<file path="src/rtl/encoder42_evt_pkg.sv">
// Shared types and constants for the event-driven 4:2 encoder.
// Contents: FSM state enum, per-line code constants, default synchronizer
// depth, and the combinational priority-select helper.
package encoder42_evt_pkg;

    localparam int unsigned N_LINES         = 4;
    localparam int unsigned SYNC_STAGES_DEF = 2;

    // Two-bit codes presented on {A,B}; pending bit index equals the code.
    localparam logic [1:0] CODE_W = 2'b11;
    localparam logic [1:0] CODE_X = 2'b10;
    localparam logic [1:0] CODE_Y = 2'b01;
    localparam logic [1:0] CODE_Z = 2'b00;

    typedef enum logic {
        IDLE = 1'b0,
        HOLD = 1'b1
    } state_e;

    // Lowest set index wins (code 0 highest priority); returns 0 when empty.
    function automatic logic [1:0] prio_code(input logic [N_LINES-1:0] p);
        logic [1:0] code;
        code = 2'b00;
        for (int i = N_LINES - 1; i >= 0; i--) begin
            if (p[i]) code = 2'(i);
        end
        return code;
    endfunction

endpackage

</file>
<file path="src/rtl/encoder42_evt_sync.sv">
// Per-line synchronizer and falling-edge detector.
// Ports: clk, rst_n; req_n async active-low request;
//        evt_c one-cycle pulse on a synchronized 1->0 transition.
module evt_sync
    import encoder42_evt_pkg::*;
#(
    parameter int unsigned SYNC_STAGES = SYNC_STAGES_DEF
) (
    input  logic clk,
    input  logic rst_n,
    input  logic req_n,
    output logic evt_c
);

    logic [SYNC_STAGES-1:0] sync_q, sync_d;
    logic [SYNC_STAGES-1:0] seen_q, seen_d;
    logic                   prev_q, prev_d;

    // seen_q tracks which sync stages hold a real post-reset sample, so the
    // reset value of 1 can never masquerade as a "before" level. A line held
    // low through reset therefore produces no event after release.
    always_comb begin
        sync_d = {sync_q[SYNC_STAGES-2:0], req_n};
        seen_d = {seen_q[SYNC_STAGES-2:0], 1'b1};
        prev_d = seen_q[SYNC_STAGES-1] & sync_q[SYNC_STAGES-1];
        evt_c  = prev_q & ~sync_q[SYNC_STAGES-1];
    end

    always_ff @(posedge clk or negedge rst_n) begin
        if (!rst_n) begin
            sync_q <= '1;
            seen_q <= '0;
            prev_q <= 1'b0;
        end else begin
            sync_q <= sync_d;
            seen_q <= seen_d;
            prev_q <= prev_d;
        end
    end

endmodule

</file>
<file path="src/rtl/encoder42_evt.sv">
// Event-driven 4:2 priority encoder with valid/ready handshake.
// Ports: clk, rst_n; w_n/x_n/y_n/z_n async requests (codes 3/2/1/0);
//        A,B presented code; valid/ready handshake; ovr sticky overrun,
//        ovr_clr synchronous clear.
module encoder42_evt
    import encoder42_evt_pkg::*;
#(
    parameter int unsigned SYNC_STAGES = SYNC_STAGES_DEF
) (
    input  logic clk,
    input  logic rst_n,
    input  logic w_n,
    input  logic x_n,
    input  logic y_n,
    input  logic z_n,
    output logic A,
    output logic B,
    output logic valid,
    input  logic ready,
    output logic ovr,
    input  logic ovr_clr
);

    logic [N_LINES-1:0] req_n;
    logic [N_LINES-1:0] evt_c;

    assign req_n = {w_n, x_n, y_n, z_n};

    for (genvar i = 0; i < N_LINES; i++) begin : g_line
        evt_sync #(
            .SYNC_STAGES(SYNC_STAGES)
        ) u_sync (
            .clk   (clk),
            .rst_n (rst_n),
            .req_n (req_n[i]),
            .evt_c (evt_c[i])
        );
    end

    state_e             state_q, state_d;
    logic [1:0]         code_q, code_d;
    logic               valid_q, valid_d;
    logic               ovr_q, ovr_d;
    logic [N_LINES-1:0] pend_q, pend_d;
    logic [N_LINES-1:0] clr_c;
    logic [N_LINES-1:0] kept_c;
    logic               xfer_c;

    // Next-state: pending bookkeeping, overrun detection, FSM.
    always_comb begin
        xfer_c  = valid_q & ready;
        clr_c   = xfer_c ? (N_LINES'(1) << code_q) : '0;
        kept_c  = pend_q & ~clr_c;
        // A new event on the line being cleared re-sets its bit (set wins).
        pend_d  = kept_c | evt_c;

        ovr_d   = ovr_q;
        if (ovr_clr)                ovr_d = 1'b0;
        if (|(evt_c & kept_c))      ovr_d = 1'b1;

        state_d = state_q;
        code_d  = code_q;
        valid_d = valid_q;

        case (state_q)
            IDLE: begin
                if (|pend_q) begin
                    state_d = HOLD;
                    code_d  = prio_code(pend_q);
                    valid_d = 1'b1;
                end
            end
            HOLD: begin
                // Code is frozen until the consumer takes it.
                if (xfer_c) begin
                    if (|pend_d) begin
                        code_d = prio_code(pend_d);
                    end else begin
                        state_d = IDLE;
                        valid_d = 1'b0;
                    end
                end
            end
            default: begin
                state_d = IDLE;
                valid_d = 1'b0;
            end
        endcase
    end

    always_ff @(posedge clk or negedge rst_n) begin
        if (!rst_n) begin
            state_q <= IDLE;
            code_q  <= CODE_Z;
            valid_q <= 1'b0;
            ovr_q   <= 1'b0;
            pend_q  <= '0;
        end else begin
            state_q <= state_d;
            code_q  <= code_d;
            valid_q <= valid_d;
            ovr_q   <= ovr_d;
            pend_q  <= pend_d;
        end
    end

    assign A     = code_q[1];
    assign B     = code_q[0];
    assign valid = valid_q;
    assign ovr   = ovr_q;

endmodule

</file>
<file path="config.mk">
export PLATFORM = sky130hd
export DESIGN_NAME = encoder42_evt
export DESIGN_NICKNAME = d
export VERILOG_FILES = /design/src/rtl/encoder42_evt_pkg.sv /design/src/rtl/encoder42_evt_sync.sv /design/src/rtl/encoder42_evt.sv
export SDC_FILE = /design/constraint.sdc
export NUM_CORES = 1
export LEC_CHECK = 0
export BUFFER_PORTS_ARGS = -buffer_cell sky130_fd_sc_hd__buf_2
export CORE_MARGIN = 2
export CORE_UTILIZATION = 52
export CTS_BUF_LIST = sky130_fd_sc_hd__clkbuf_2
export DETAILED_ROUTE_END_ITERATION = 10
export HOLD_SLACK_MARGIN = 0.12
export PLACE_DENSITY_LB_ADDON = 0.05
export SLEW_MARGIN = 20
export SYNTH_ARGS = -nofsm -noshare
export SYNTH_HDL_FRONTEND = slang
export SYNTH_SLANG_ARGS = --single-unit
</file>
<file path="constraint.sdc">
create_clock -name clk -period 1.41 [get_ports clk]
set_input_delay 0.2115 -clock clk [delete_from_list [all_inputs] [get_ports clk]]
set_output_delay 0.2115 -clock clk [all_outputs]
set_load 0.005 [all_outputs]
</file>
* Yosys cells after proc, flatten, opt, wreduce, memory -nomap -nowiden
Cells that the tools add are included.
Storage, ports and cells: register bits after elaboration 29, input bits 8, output and inout port bits 4, logic and storage cells 69
Cells by class: eq/ne operators 4, shift operators 1, multiplexer cells 23, bitwise gates (word level) 18, reductions and logical operators 6
Operators by type and width (count):
- 2-to-1 mux 2 bit | 11
- OR reduction 4 bit | 3
- bitwise AND 1 bit | 9
- bitwise AND 4 bit | 2
- 2-to-1 mux 1 bit | 8
- AND reduction 3 bit | 2
- inverter 1 bit | 5
- 2-to-1 mux 4 bit | 1
- != test 2 x 1 -> 1 bit, second input constant | 2
- != test 2 bit, second input constant | 2
- inverter 4 bit | 1
- OR 4 bit | 1
- case mux 1 bit (2 select lines) | 2
- case mux 2 bit (2 select lines) | 1
- left shift 1 x 2 -> 4 bit, first input constant | 1
- nonzero test 2 bit | 1

* Logic depth before layout (Yosys ltp)
Gate-level depths: netlist (run 1).
word-level depth 12, depth in mapped cells 4, depth with buffers taken out 4

* Hierarchy
Synthesis (run 1) repeated with hierarchy kept, for this count alone.
Second synthesis, totals: cells, all modules 85, area, all modules 1093.5 µm²
By module, submodules not included:
- evt_sync | times used 4, cells an instance 8, area each 147.6 µm², seq. area each 127.6 µm²
- encoder42_evt | times used 1, cells an instance 53, area each 503.0 µm², seq. area each 225.2 µm²

* Worst setup path after synthesis (run 1)
No wires, ideal clock.
path type reg2reg, from register code_q[1], to register ovr_q (netlist: ovr), library setup time 139 ps, data arrival time 1289 ps, required time 1271 ps, slack -17 ps, stages on the path, launching flop included 5, buffers on the path 0, period minus slack after synthesis 1427 ps, cells stage by stage dfrtp_1 and4b_1 nand2b_2 nor2_1 or4_1
On the way: word-level cells in the longest chain between the ends 7, elaborated cells between the ends (all ways) 8, classes of those cells shift: 1; mux: 2; bitwise: 3; reduce/logical: 2
Ends and longest elaborated chain:
- from (decl) | RTL line encoder42_evt.sv:41 | logic [1:0] code_q, code_d;
- from (signal assigned) | RTL line encoder42_evt.sv:100 | code_q <= code_d;
- left shift 1 x 2 -> 4 bit * | RTL line encoder42_evt.sv:52 | clr_c = xfer_c ? (N_LINES'(1) << code_q) : '0;
- 2-to-1 mux 4 bit * | RTL line encoder42_evt.sv:52
- inverter 4 bit * | RTL line encoder42_evt.sv:53 | kept_c = pend_q & ~clr_c;
- bitwise AND 4 bit * | RTL line encoder42_evt.sv:53
- bitwise AND 4 bit * | RTL line encoder42_evt.sv:59 | if (|(evt_c & kept_c)) ovr_d = 1'b1;
- OR reduction 4 bit * | RTL line encoder42_evt.sv:59
- 2-to-1 mux 1 bit / nonzero test 2 bit (equally long branches)
- to (signal assigned) | RTL line encoder42_evt.sv:102 | ovr_q <= ovr_d;
- to (decl) | RTL line encoder42_evt.sv:43 | logic ovr_q, ovr_d;
Every way passes the cells marked *; elsewhere a longest branch is shown, timed or not. A chain may end at the register's enable or synchronous reset.

* Worst setup path in the final report (run 1)
Ends and elaborated chain as after synthesis.

==> summary.md, run 1 <==
| Metric | Value |
|---|---|
| Post-DP HPWL | `around 1200 um` |
| Vias/cell | `~5.6` |
| RSZ-0062 raised after global routing | `yes` |
| Worst-skew pair later-pin latency | `320 ps` |
| Final setup vio count | `5` |
| Setup TNS | `-287 ps` |
| CP Data Arrival Time | `1700 ps` |
| Ant. Diodes | `0` |
| Worst Hold Launch | `ovr_clr` |
| Placer Congestion | `roughly 0.86` |
| Register bit total from synthesis | `23` |
| Synth warn | `0` |
| Netlist Area Pre-Place | `~920 sq um` |
| Post-route cell area | `roughly 1200 sq um` |
| Sw frac | `0.377` |
| Post-synthesis cell count | `between 70 and 80` |
| WL per Instance | `approximately 16 um` |
| Static Leak | `between 0.5 and 0.6 nW` |
| Vias in the first global route | `660` |
| Synth unique cells | `31` |
| IO Pins | `12` |
| Die area | `approximately 2100 sq um` |
| Reg2reg start | `code_q[1]$_DFFE_PN0P_` |
| Failing checks | `negative setup slack` |
| CTS tree | `built` |
| Relative slew slack | `0.665` |
| Final ANT Viol Nets | `0` |
| Max IR drop VDD | `between 0.001 and 0.0015 V` |
| Cts bufs inserted | `3` |
| Cell Rows | `15` |
| Min-delay worst type | `input port to flip-flop` |
| Reg2reg end | `ovr$_DFFE_PN0P_` |
| Overflow after GRT | `0` |
| Avg Cell Area, Syn | `12.3 sq um` |
| Setup CP Type | `flip-flop to flip-flop` |
| First-pass GRT wire length | `about 3000 um` |
| Starting Density | `0.547` |
| Drt first pass iters | `4` |
| Combinational Power Share | `0.462` |
| Buffers on Ports | `11` |
| CTS clk-pin slew, worst paths | `200 ps` |
| Post-route minimum period | `between 1000 and 1500 ps` |
| Register area share after synthesis | `0.634` |
| H-tree depth | `1` |
| Final hold vios | `0` |
| Initial detailed-routing violation count | `12` |
| Synthesized net count | `83` |
| Final WL | `approximately 1900 um` |
| Outcome | `finished, violations left` |
| Sequential Power Share | `0.420` |
| Clock sinks | `23` |
| Initial antenna violation count | `0` |
| Largest net degree at the start of global routing | `24` |
| Clk_skew | `~13 ps` |
| Hold Path Stages | `3` |
| Max-cap violations | `0` |
| Crit path max fanout | `5` |
| Routed vias | `689` |
| Critical Path RT | `around 1600 ps` |
| Fmax | `between 0.6 and 0.7 GHz` |
| Clk root buf | `clkbuf_2` |
| Nets | `116` |
| CP startpoint kind | `flip-flop` |
| Clk pwr share | `0.117` |
| DP Area | `1050 sq um` |
| Endpoint class of the critical path | `flip-flop` |
| Hold Path End | `ovr$_DFFE_PN0P_` |
| Core area | `1690 sq um` |
| Pint | `1.36 mW` |
| Die H | `between 40 and 50 um` |
| Final Worst Setup Slack | `-70.3 ps` |
| Die X | `around 46 um` |
| Overall Global Routing Usage | `0.204` |
| Switching power | `roughly 830 uW` |
| Slew Limit Fails | `0` |
| Hold_ws | `between 200 and 250 ps` |
| Pwr dens | `approximately 1800 nW/um^2` |
| Final Total Pwr | `2.19 mW` |
| Number of remaining DRC errors | `0` |
| Worst reg2reg setup slack | `-70 ps` |
| Slew @ Worst Pin | `just over 500 ps` |
| Longest Clk Path Bufs | `2` |
| Tcrit/Tclk final | `1.05` |
| R2R cell count | `4` |
| Layout cells sized above 1 | `0.439` |
| P&R area growth vs syn | `32.5%` |
[power by group through the flow]
stage          clock [mW]  combinational (mW)  sequential, mW
2_1_floorplan           0               0.403           0.926
3_3_place_gp            0               0.732           0.925
3_5_place_dp            0               0.728           0.934
4_1_cts             0.266               0.901           0.916
5_1_grt             0.293                1.09           0.938
6_report            0.257                1.01           0.920
[through the flow]
step,std cells,util,worst slack (ps)
finish,124,0.724,-70.3
global route,124,0.724,-133
CTS,122,0.706,-69.3
detailed placement,110,0.623,-60.4
global placement,110,0.623,-55.2
floorplan,75,-,-17.3
[worst max path at each step]
stage / startpoint / cells after the start / slack [ps] / endpoint
detailed placement: code_q[1]$_DFFE_PN0P_ / 5 / -60 / code_q[1]$_DFFE_PN0P_
global placement: code_q[1]$_DFFE_PN0P_ / 4 / -60 / ovr$_DFFE_PN0P_
floorplan: code_q[1]$_DFFE_PN0P_ / 4 / -20 / ovr$_DFFE_PN0P_
global route: code_q[0]$_DFFE_PN0P_ / 6 / -130 / state_q$_DFF_PN0_
finish: code_q[1]$_DFFE_PN0P_ / 4 / -70 / ovr$_DFFE_PN0P_
CTS: code_q[1]$_DFFE_PN0P_ / 4 / -70 / ovr$_DFFE_PN0P_
[layout make-up]
class	instances	area, sq um
flip-flops and latches	23	586
fillers	119	465
multi-input cells	45	373
repair buffers	28	198
inverters	7	26.3
well taps	17	21.3
clock buffers	3	15.0
clock inverters	1	5.00
[repair_timing]
item	in CTS	in global routing
hold buffers	6	0
hold endpoints to repair	20	0
pin swaps	5	2
buffers inserted	2	2
resized for setup	7	2
endpoints found under the setup margin	5	6
[cells in the mapped netlist]
cell type / number / share of area
and4bb_2: 1 / 0.014
a22oi_1: 1 / 0.0081
and4b_1: 1 / 0.011
nor3_1: 4 / 0.022
o32ai_1: 1 / 0.0095
a31o_2: 1 / 0.0095
nand2b_1: 3 / 0.020
conb_1: 1 / 0.0041
o21a_1: 1 / 0.0081
nand2b_2: 1 / 0.0095
or2b_2: 1 / 0.0095
and2_1: 4 / 0.027
a211oi_1: 2 / 0.016
a31oi_1: 1 / 0.0068
a221oi_2: 1 / 0.016
dfrtp_1: 15 / 0.41
and4_1: 1 / 0.0095
o22ai_1: 1 / 0.0068
o211ai_1: 1 / 0.0081
a21oi_1: 2 / 0.011
o21ai_2: 3 / 0.028
nand3_1: 1 / 0.0054
and4b_2: 1 / 0.012
mux2i_1: 1 / 0.011
o21ai_1: 1 / 0.0054
nor2_1: 4 / 0.016
nor4_1: 3 / 0.020
or4_1: 1 / 0.0081
nand2_1: 1 / 0.0041
dfstp_2: 8 / 0.23
inv_1: 7 / 0.028
[logic make-up after synthesis]
| group | share of synthesized area |
|---|---|
| buf+inv | 0.0285 |
| compound gates | 0.134 |
| other cells | 0.00406 |
| simple gates | 0.188 |
| flops | 0.634 |
| mux | 0.0108 |
[worst max-delay path, cell delays in order, from the launching register on]
cell,delay (ps)
dfrtp_1,450
and4b_1,290
nand2b_2,130
nor2_1,40
or4_1,460
[state kept, by name, summed over array words and instances, names as in the netlist]
register,cells
ovr,1
valid,1
code_q,2
state_q,1
g_line.u_sync.sync_q,8
g_line.u_sync.prev_q,4
pend_q,4
g_line.u_sync.seen_q,2
[routing by layer]
layer / routed length, um / global-route usage
met5: 0 / 0
met4: 17 / 0.114
met3: 46 / 0.0275
met2: 937 / 0.311
met1: 929 / 0.278
[cells in the final DEF, fill, tap and decap left out, drive strengths merged, types with 2 or more instances in the layout]
cell          n
nor2          4
buf          22
dfstp         8
and2          4
nor3          4
nand2b        4
o21ai         4
dlygate4sd3   6
dfrtp        15
a211oi        2
inv           7
nor4          3
a21oi         2
and4b         2
clkbuf        3
Power figures use the tool's default switching activity.
==> run 2, diff against run 1 <==
Settings changed: CORE_UTILIZATION 52 to 48, CTS_BUF_LIST sky130_fd_sc_hd__clkbuf_2 to sky130_fd_sc_hd__clkbuf_16.
==> summary.md, run 2 (synthesis results as in run 1) <==
| Metric | Value |
|---|---|
| Die area | `2290 sq um (was 2130 sq um)` |
| Vias/cell | `5.33 (was 5.56)` |
| Max-cap violations | `0 (unchanged)` |
| Crit path max fanout | `5 (unchanged)` |
| CP Data Arrival Time | `1610 ps (was 1700 ps)` |
| WL per Instance | `14.5 um (was 15.6 um)` |
| Post-Place Cells | `118 (was 110)` |
| Endpoint class of the critical path | `flip-flop (unchanged)` |
| Die X | `47.9 um (was 46.1 um)` |
| Setup TNS | `-51.0 ps (was -287 ps)` |
| Largest net degree at the start of global routing | `24 (unchanged)` |
| Vias in the first global route | `680 (was 660)` |
| Tcrit/Tclk final | `1.02 (was 1.05)` |
| Failing checks | `negative setup slack (unchanged)` |
| Final Total Pwr | `2.46 mW (was 2.19 mW)` |
| Static Leak | `0.555 nW (was 0.551 nW)` |
| Die H | `47.9 um (was 46.1 um)` |
| Nets | `113 (was 116)` |
| Fmax | `0.694 GHz (was 0.676 GHz)` |
| Placer Congestion | `0.817 (was 0.856)` |
| Final setup vio count | `3 (was 5)` |
| Final WL | `1870 um (was 1930 um)` |
| Cell Rows | `15 (unchanged)` |
| Most frequent cells in the layout | `dfrtp_1 (15), buf_2 (11), buf_4 (9) (was dfrtp_1 (15), buf_2 (11), buf_4 (11))` |
| Overflow after GRT | `0 (unchanged)` |
| Largest regs | `g_line.u_sync.sync_q (8), g_line.u_sync.prev_q (4), pend_q (4) (unchanged)` |
| Outcome | `finished, violations left (unchanged)` |
| Post-route minimum period | `1440 ps (was 1480 ps)` |
| Longest Clk Path Bufs | `2 (unchanged)` |
| Drt first pass iters | `4 (unchanged)` |
| First-pass GRT wire length | `3060 um (was 2950 um)` |
| Critical Path RT | `1580 ps (was 1630 ps)` |
| Clk_skew | `3.16 ps (was 12.7 ps)` |
| Worst reg2reg setup slack | `-30 ps (was -70 ps)` |
| Layout cells sized above 1 | `0.423 (was 0.439)` |
| Starting Density | `0.523 (was 0.547)` |
| Max FFs per register | `8 (unchanged)` |
| CTS tree | `built (unchanged)` |
| Clock sinks | `23 (unchanged)` |
| Final ANT Viol Nets | `0 (unchanged)` |
| Post-route cell area | `1250 sq um (was 1220 sq um)` |
| DP Area | `1060 sq um (was 1050 sq um)` |
| Cts bufs inserted | `3 (unchanged)` |
| Most common cell after layout, fill and taps aside | `dfrtp_1 (unchanged)` |
| P&R area growth vs syn | `35.8% (was 32.5%)` |
| Post-DP HPWL | `1230 um (was 1240 um)` |
| Reg with most FFs | `g_line.u_sync.sync_q (unchanged)` |
| IO Pins | `12 (unchanged)` |
| Number of remaining DRC errors | `0 (unchanged)` |
| Final Worst Setup Slack | `-30.4 ps (was -70.3 ps)` |
| Initial antenna violation count | `0 (unchanged)` |
| Buffers on Ports | `11 (unchanged)` |
| Clk root buf | `clkbuf_16 (was clkbuf_2)` |
| Pwr dens | `1960 nW/um^2 (was 1790 nW/um^2)` |
| Post-place setup slack | `-84.9 ps (was -60.4 ps)` |
| Final hold vios | `0 (unchanged)` |
| Min-delay worst type | `input port to flip-flop (unchanged)` |
| Core Util, Final | `0.711 (was 0.724)` |
| Slew Limit Fails | `0 (unchanged)` |
| Initial detailed-routing violation count | `24 (was 12)` |
| CTS clk-pin slew, worst paths | `60 ps (was 200 ps)` |
| Max IR drop VDD | `0.00120 V (was 0.00107 V)` |
| Overall Global Routing Usage | `0.203 (was 0.204)` |
| H-tree depth | `1 (unchanged)` |
| Core area | `1760 sq um (was 1690 sq um)` |
| Routed vias | `687 (was 689)` |
| Hold_ws | `216 ps (was 249 ps)` |
| Worst-skew pair later-pin latency | `260 ps (was 320 ps)` |
| CP startpoint kind | `flip-flop (unchanged)` |
| Cell Count, Final, Fillers Out | `129 (was 124)` |
| RSZ-0062 raised after global routing | `yes (unchanged)` |
| Ant. Diodes | `0 (unchanged)` |
| Setup CP Type | `flip-flop to flip-flop (unchanged)` |
-- run 2: power by group --
group          leakage (nW)  internal [mW]  total, mW  switching [mW]
Sequential            0.260          0.807      0.930           0.123
Clock                0.0371          0.385      0.631           0.246
Combinational         0.258          0.449      0.899           0.450
-- run 2: per-layer routing --
metal / vias up / track usage / wire [um]
met4: 0 / 0.108 / 33
met2: 11 / 0.307 / 850
li1: 326 / - / -
met5: - / 0 / 0
met1: 345 / 0.276 / 936
met3: 5 / 0.0377 / 49
-- run 2: final cells by class --
| class | count | area [sq um] |
|---|---|---|
| Timing Repair Buffer | 25 | 173 |
| Multi-Input combinational cell | 45 | 355 |
| Clock buffer | 3 | 75.1 |
| Tap cell | 25 | 31.3 |
| Inverter | 7 | 26.3 |
| Sequential cell | 23 | 586 |
| Fill cell | 155 | 510 |
| Clock inverter | 1 | 7.51 |
-- run 2: worst max-delay path, stage by stage (launching register included) --
cell and delay (ps):
dfrtp_1 410, and4bb_2 380, o211ai_1 120, a31o_2 240
a221oi_2 210
-- run 2: what timing repair did --
action	CTS	global route
setup buffers	2	0
pin swaps	6	5
endpoints found under the setup margin	5	5
hold endpoints to repair	19	0
hold buffers	5	0
gates cloned	0	0
gates resized for setup	4	3
-- run 2: worst paths after layout --
| path | startpoint | end | cells past startpoint |
|---|---|---|---|
| max | code_q[1]$_DFFE_PN0P_ | code_q[0]$_DFFE_PN0P_ | 4 |
| min | ready | valid$_DFFE_PN0P_ | 2 |
| max reg2reg | code_q[1]$_DFFE_PN0P_ | code_q[0]$_DFFE_PN0P_ | 4 |
| min reg2reg | g_line[1].u_sync.seen_q[0]$_DFF_PN0_ | g_line[0].u_sync.seen_q[1]$_DFF_PN0_ | 0 |
| max in group asynchronous | rst_n | g_line[0].u_sync.sync_q[0]$_DFF_PN1_ | 2 |
| min in group asynchronous | rst_n | ovr$_DFFE_PN0P_ | 2 |
==> run 3, diff against run 2 <==
Settings changed: ABC_AREA from default to 1, CORE_UTILIZATION 48 to 49.
==> summary.md, run 3 <==
| Metric | Value |
|---|---|
| Outcome | `complete, no violations (was finished, violations left)` |
| CTS clk-pin slew, worst paths | `60 ps (about the same)` |
| Pint | `1.42 mW (was 1.64 mW)` |
| Reg2reg start | `code_q[0]$_DFFE_PN0P_ (was code_q[1]$_DFFE_PN0P_)` |
| Slew Limit Fails | `0 (unchanged)` |
| Post-synth top area cell | `dfrtp_1 (unchanged)` |
| Multi-input logic area | `310 sq um (was 355 sq um)` |
| Post-synth top cells | `nand2_1 (26), inv_1 (16), dfrtp_1 (15), dfstp_2 (8), nor2_1 (8) (was dfrtp_1 (15), dfstp_2 (8), inv_1 (7))` |
| Fmax | `0.737 GHz (was 0.694 GHz)` |
| Register bit total from synthesis | `23 (unchanged)` |
| Met3 Use GR | `0.0453 (was 0.0377)` |
| Synth unique cells | `17 (was 31)` |
| Clk_skew | `4.52 ps (was 3.16 ps)` |
| Most frequent cells in the layout | `nand2_1 (25), inv_1 (15), dfrtp_1 (14) (was dfrtp_1 (15), buf_2 (11), buf_4 (9))` |
| IO Pins | `12 (unchanged)` |
| Post-route minimum period | `1360 ps (was 1440 ps)` |
| Combinational Power Share | `0.287 (was 0.365)` |
| Slowest stage cell, crit path | `dfrtp_2 (was dfrtp_1)` |
| Clk pwr share | `0.283 (was 0.256)` |
| Core area | `1780 sq um (was 1760 sq um)` |
| Final WL | `1500 um (was 1870 um)` |
| Fillers | `157 (was 155)` |
| Overall Global Routing Usage | `0.159 (was 0.203)` |
| Vias in the first global route | `596 (was 680)` |
| Ant. Diodes | `0 (unchanged)` |
| Global-route track usage on met1 | `0.186 (was 0.276)` |
| Final ANT Viol Nets | `0 (unchanged)` |
| RSZ-0062 raised after global routing | `yes (unchanged)` |
| Register area share after synthesis | `0.617 (was 0.634)` |
| Max IR drop VDD | `0.00133 V (was 0.00120 V)` |
| Min-delay worst type | `input port to flip-flop (unchanged)` |
| Initial antenna violation count | `0 (unchanged)` |
| Routed vias | `646 (was 687)` |
| Final Total Pwr | `2.12 mW (was 2.46 mW)` |
| P&R area growth vs syn | `24.8% (was 35.8%)` |
| WL per Instance | `10.3 um (was 14.5 um)` |
| Largest regs | `g_line.u_sync.sync_q (8), g_line.u_sync.prev_q (4), pend_q (4) (unchanged)` |
| Vias/cell | `4.42 (was 5.33)` |
| Cts bufs inserted | `3 (unchanged)` |
| Post-synthesis cell count | `100 (was 75)` |
| Crit path max fanout | `6 (was 5)` |
| Synthesized net count | `108 (was 83)` |
| Main synth FF type | `dfrtp_1 (unchanged)` |
| Max FFs per register | `8 (unchanged)` |
| Die area | `2310 sq um (was 2290 sq um)` |
| Hold_ws | `142 ps (was 216 ps)` |
| First-pass GRT wire length | `2420 um (was 3060 um)` |
| Top cell type's share of synthesized area | `0.395 (was 0.407)` |
| Most common cell after layout, fill and taps aside | `nand2_1 (was dfrtp_1)` |
| Cell Rows | `15 (unchanged)` |
| Crit-path max cell delay | `440 ps (was 410 ps)` |
| Core Util, Final | `0.665 (was 0.711)` |
| Drt first pass iters | `4 (unchanged)` |
| CP Data Arrival Time | `1500 ps (was 1610 ps)` |
| Clock sinks | `23 (unchanged)` |
| Die H | `48.0 um (was 47.9 um)` |
| Largest net degree at the start of global routing | `24 (unchanged)` |
| Post-synth EDFFs | `0 (unchanged)` |
| Busiest grt layer | `met2 (unchanged)` |
| Placer Congestion | `0.916 (was 0.817)` |
| Buffers on Ports | `11 (unchanged)` |
| Top post-synthesis cells by area | `dfrtp_1 (40%), dfstp_2 (22%), nand2_1 (10%) (was dfrtp_1 (41%), dfstp_2 (23%), inv_1 (2.8%))` |
| Nets | `130 (was 113)` |
| Switching power | `700 uW (was 820 uW)` |
| Clk root buf | `clkbuf_16 (unchanged)` |
| Worst-skew pair later-pin latency | `250 ps (was 260 ps)` |
| Initial detailed-routing violation count | `13 (was 24)` |
| CP Cell Sequence | `nor2_1, nand2_1, nand2_2, nand3_4, nor2_4, nand2_2, nand2_2, nor2_2, nand2_1, nand2_1 (was and4bb_2, o211ai_1, a31o_2, a221oi_2)` |
| Longest Clk Path Bufs | `2 (unchanged)` |
| Reg with most FFs | `g_line.u_sync.sync_q (unchanged)` |
| Number of remaining DRC errors | `0 (unchanged)` |
| Max-cap violations | `0 (unchanged)` |
| Final hold vios | `0 (unchanged)` |
| Static Leak | `0.617 nW (was 0.555 nW)` |
| Endpoint class of the critical path | `flip-flop (unchanged)` |
| Most frequent cell after synthesis | `nand2_1 (was dfrtp_1)` |
| Setup CP Type | `flip-flop to flip-flop (unchanged)` |
| Final setup vio count | `0 (was 3)` |
| CTS tree | `built (unchanged)` |
| Register area | `587 sq um (was 586 sq um)` |
| Netlist Area Pre-Place | `950 sq um (was 923 sq um)` |
| Die X | `48.0 um (was 47.9 um)` |
| Pwr dens | `1790 nW/um^2 (was 1960 nW/um^2)` |
| Sequential Power Share | `0.430 (was 0.378)` |
| CP startpoint kind | `flip-flop (unchanged)` |
| Layout cells sized above 1 | `0.347 (was 0.423)` |
| Met2 GRT Util | `0.280 (was 0.307)` |
| Post-DP HPWL | `1130 um (was 1230 um)` |
| Worst Hold Launch | `ovr_clr (was ready)` |
| Post-synth ARST share | `1.00 (unchanged)` |
| Tcrit/Tclk final | `0.962 (was 1.02)` |
| Synth warn | `0 (unchanged)` |
| Critical Path RT | `1550 ps (was 1580 ps)` |
| Avg Cell Area, Syn | `9.50 sq um (was 12.3 sq um)` |
| Overflow after GRT | `0 (unchanged)` |
| H-tree depth | `1 (unchanged)` |
| Sw frac | `0.329 (was 0.333)` |
| Worst Setup SP | `code_q[0]$_DFFE_PN0P_ (was code_q[1]$_DFFE_PN0P_)` |
| Starting Density | `0.533 (was 0.523)` |
run 3: cell types whose count changed in the layout (fill, tap and decap cells not counted), moves of 3 or more:
cell / before / now
and2_1: 4 / 0
buf_4: 9 / 1
inv_1: 7 / 15
nand2_1: 1 / 25
nand2_2: 0 / 8
nand2b_1: 3 / 0
nand3_1: 1 / 4
nor2_1: 4 / 8
nor3_1: 4 / 1
o21ai_0: 0 / 3
o21ai_4: 3 / 0
run 3: kinds of logic after synthesis:
family,share of synthesized area
buf+inv,0.0672
flops,0.617
other cells,0.00395
simple gates,0.260
compound gates,0.0527
run 3: through the flow:
stage / std cells / area, sq um / setup slack, ps / setup TNS [ps]
final: 146 / 1180 / 53.6 / 0
after detailed placement: 136 / 1040 / 51.5 / 0
after global routing: 146 / 1180 / -67.4 / -130
after global placement: 136 / 1040 / 100 / 0
after floorplan: 100 / 950 / 175 / 0
after CTS: 145 / 1170 / 43.1 / 0
run 3: path summary, 6_finish.rpt:
check,endpoint,slack (ps),cells after the start
max in group asynchronous,g_line[3].u_sync.sync_q[1]$_DFF_PN1_,600,2
min in group asynchronous,pend_q[1]$_DFF_PN0_,460,2
max,code_q[1]$_DFFE_PN0P_,50,10
max reg2reg,code_q[1]$_DFFE_PN0P_,50,10
min reg2reg,g_line[0].u_sync.seen_q[1]$_DFF_PN0_,350,0
min,ovr$_DFFE_PN0P_,140,2
run 3: area by class of cell:
class | instances | area share
Clock buffer | 3 | 0.0634
Clock inverter | 1 | 0.00422
Inverter | 17 | 0.0539
Multi-Input combinational cell | 60 | 0.262
Sequential cell | 23 | 0.495
Tap cell | 25 | 0.0264
Timing Repair Buffer | 17 | 0.0950
run 3: critical path, delay by kind of cell (launching register included):
kind          cells  cell delay, ps
simple gates     10             780
flops             1             440
run 3: power groups by stage:
stage               combinational (mW)  sequential, mW  clock, mW
finish                           0.611           0.913      0.600
global route                     0.715           0.935      0.652
CTS                              0.581           0.906      0.619
detailed placement               0.570           0.917          0
global placement                 0.552           0.916          0
floorplan                        0.413           0.903          0
run 3: metal layers:
layer / wire length, um / part of all wire
met4: 0 / 0
met2: 772 / 0.51
met1: 701 / 0.47
met3: 29 / 0.019
met5: 0 / 0
run 3: timing repair:
action                                 4_1_cts  5_1_grt
gates resized for setup                      0        5
setup buffers                                0        1
endpoints found under the hold margin       19        0
hold buffers                                 5        0
setup endpoints to repair                    0        3
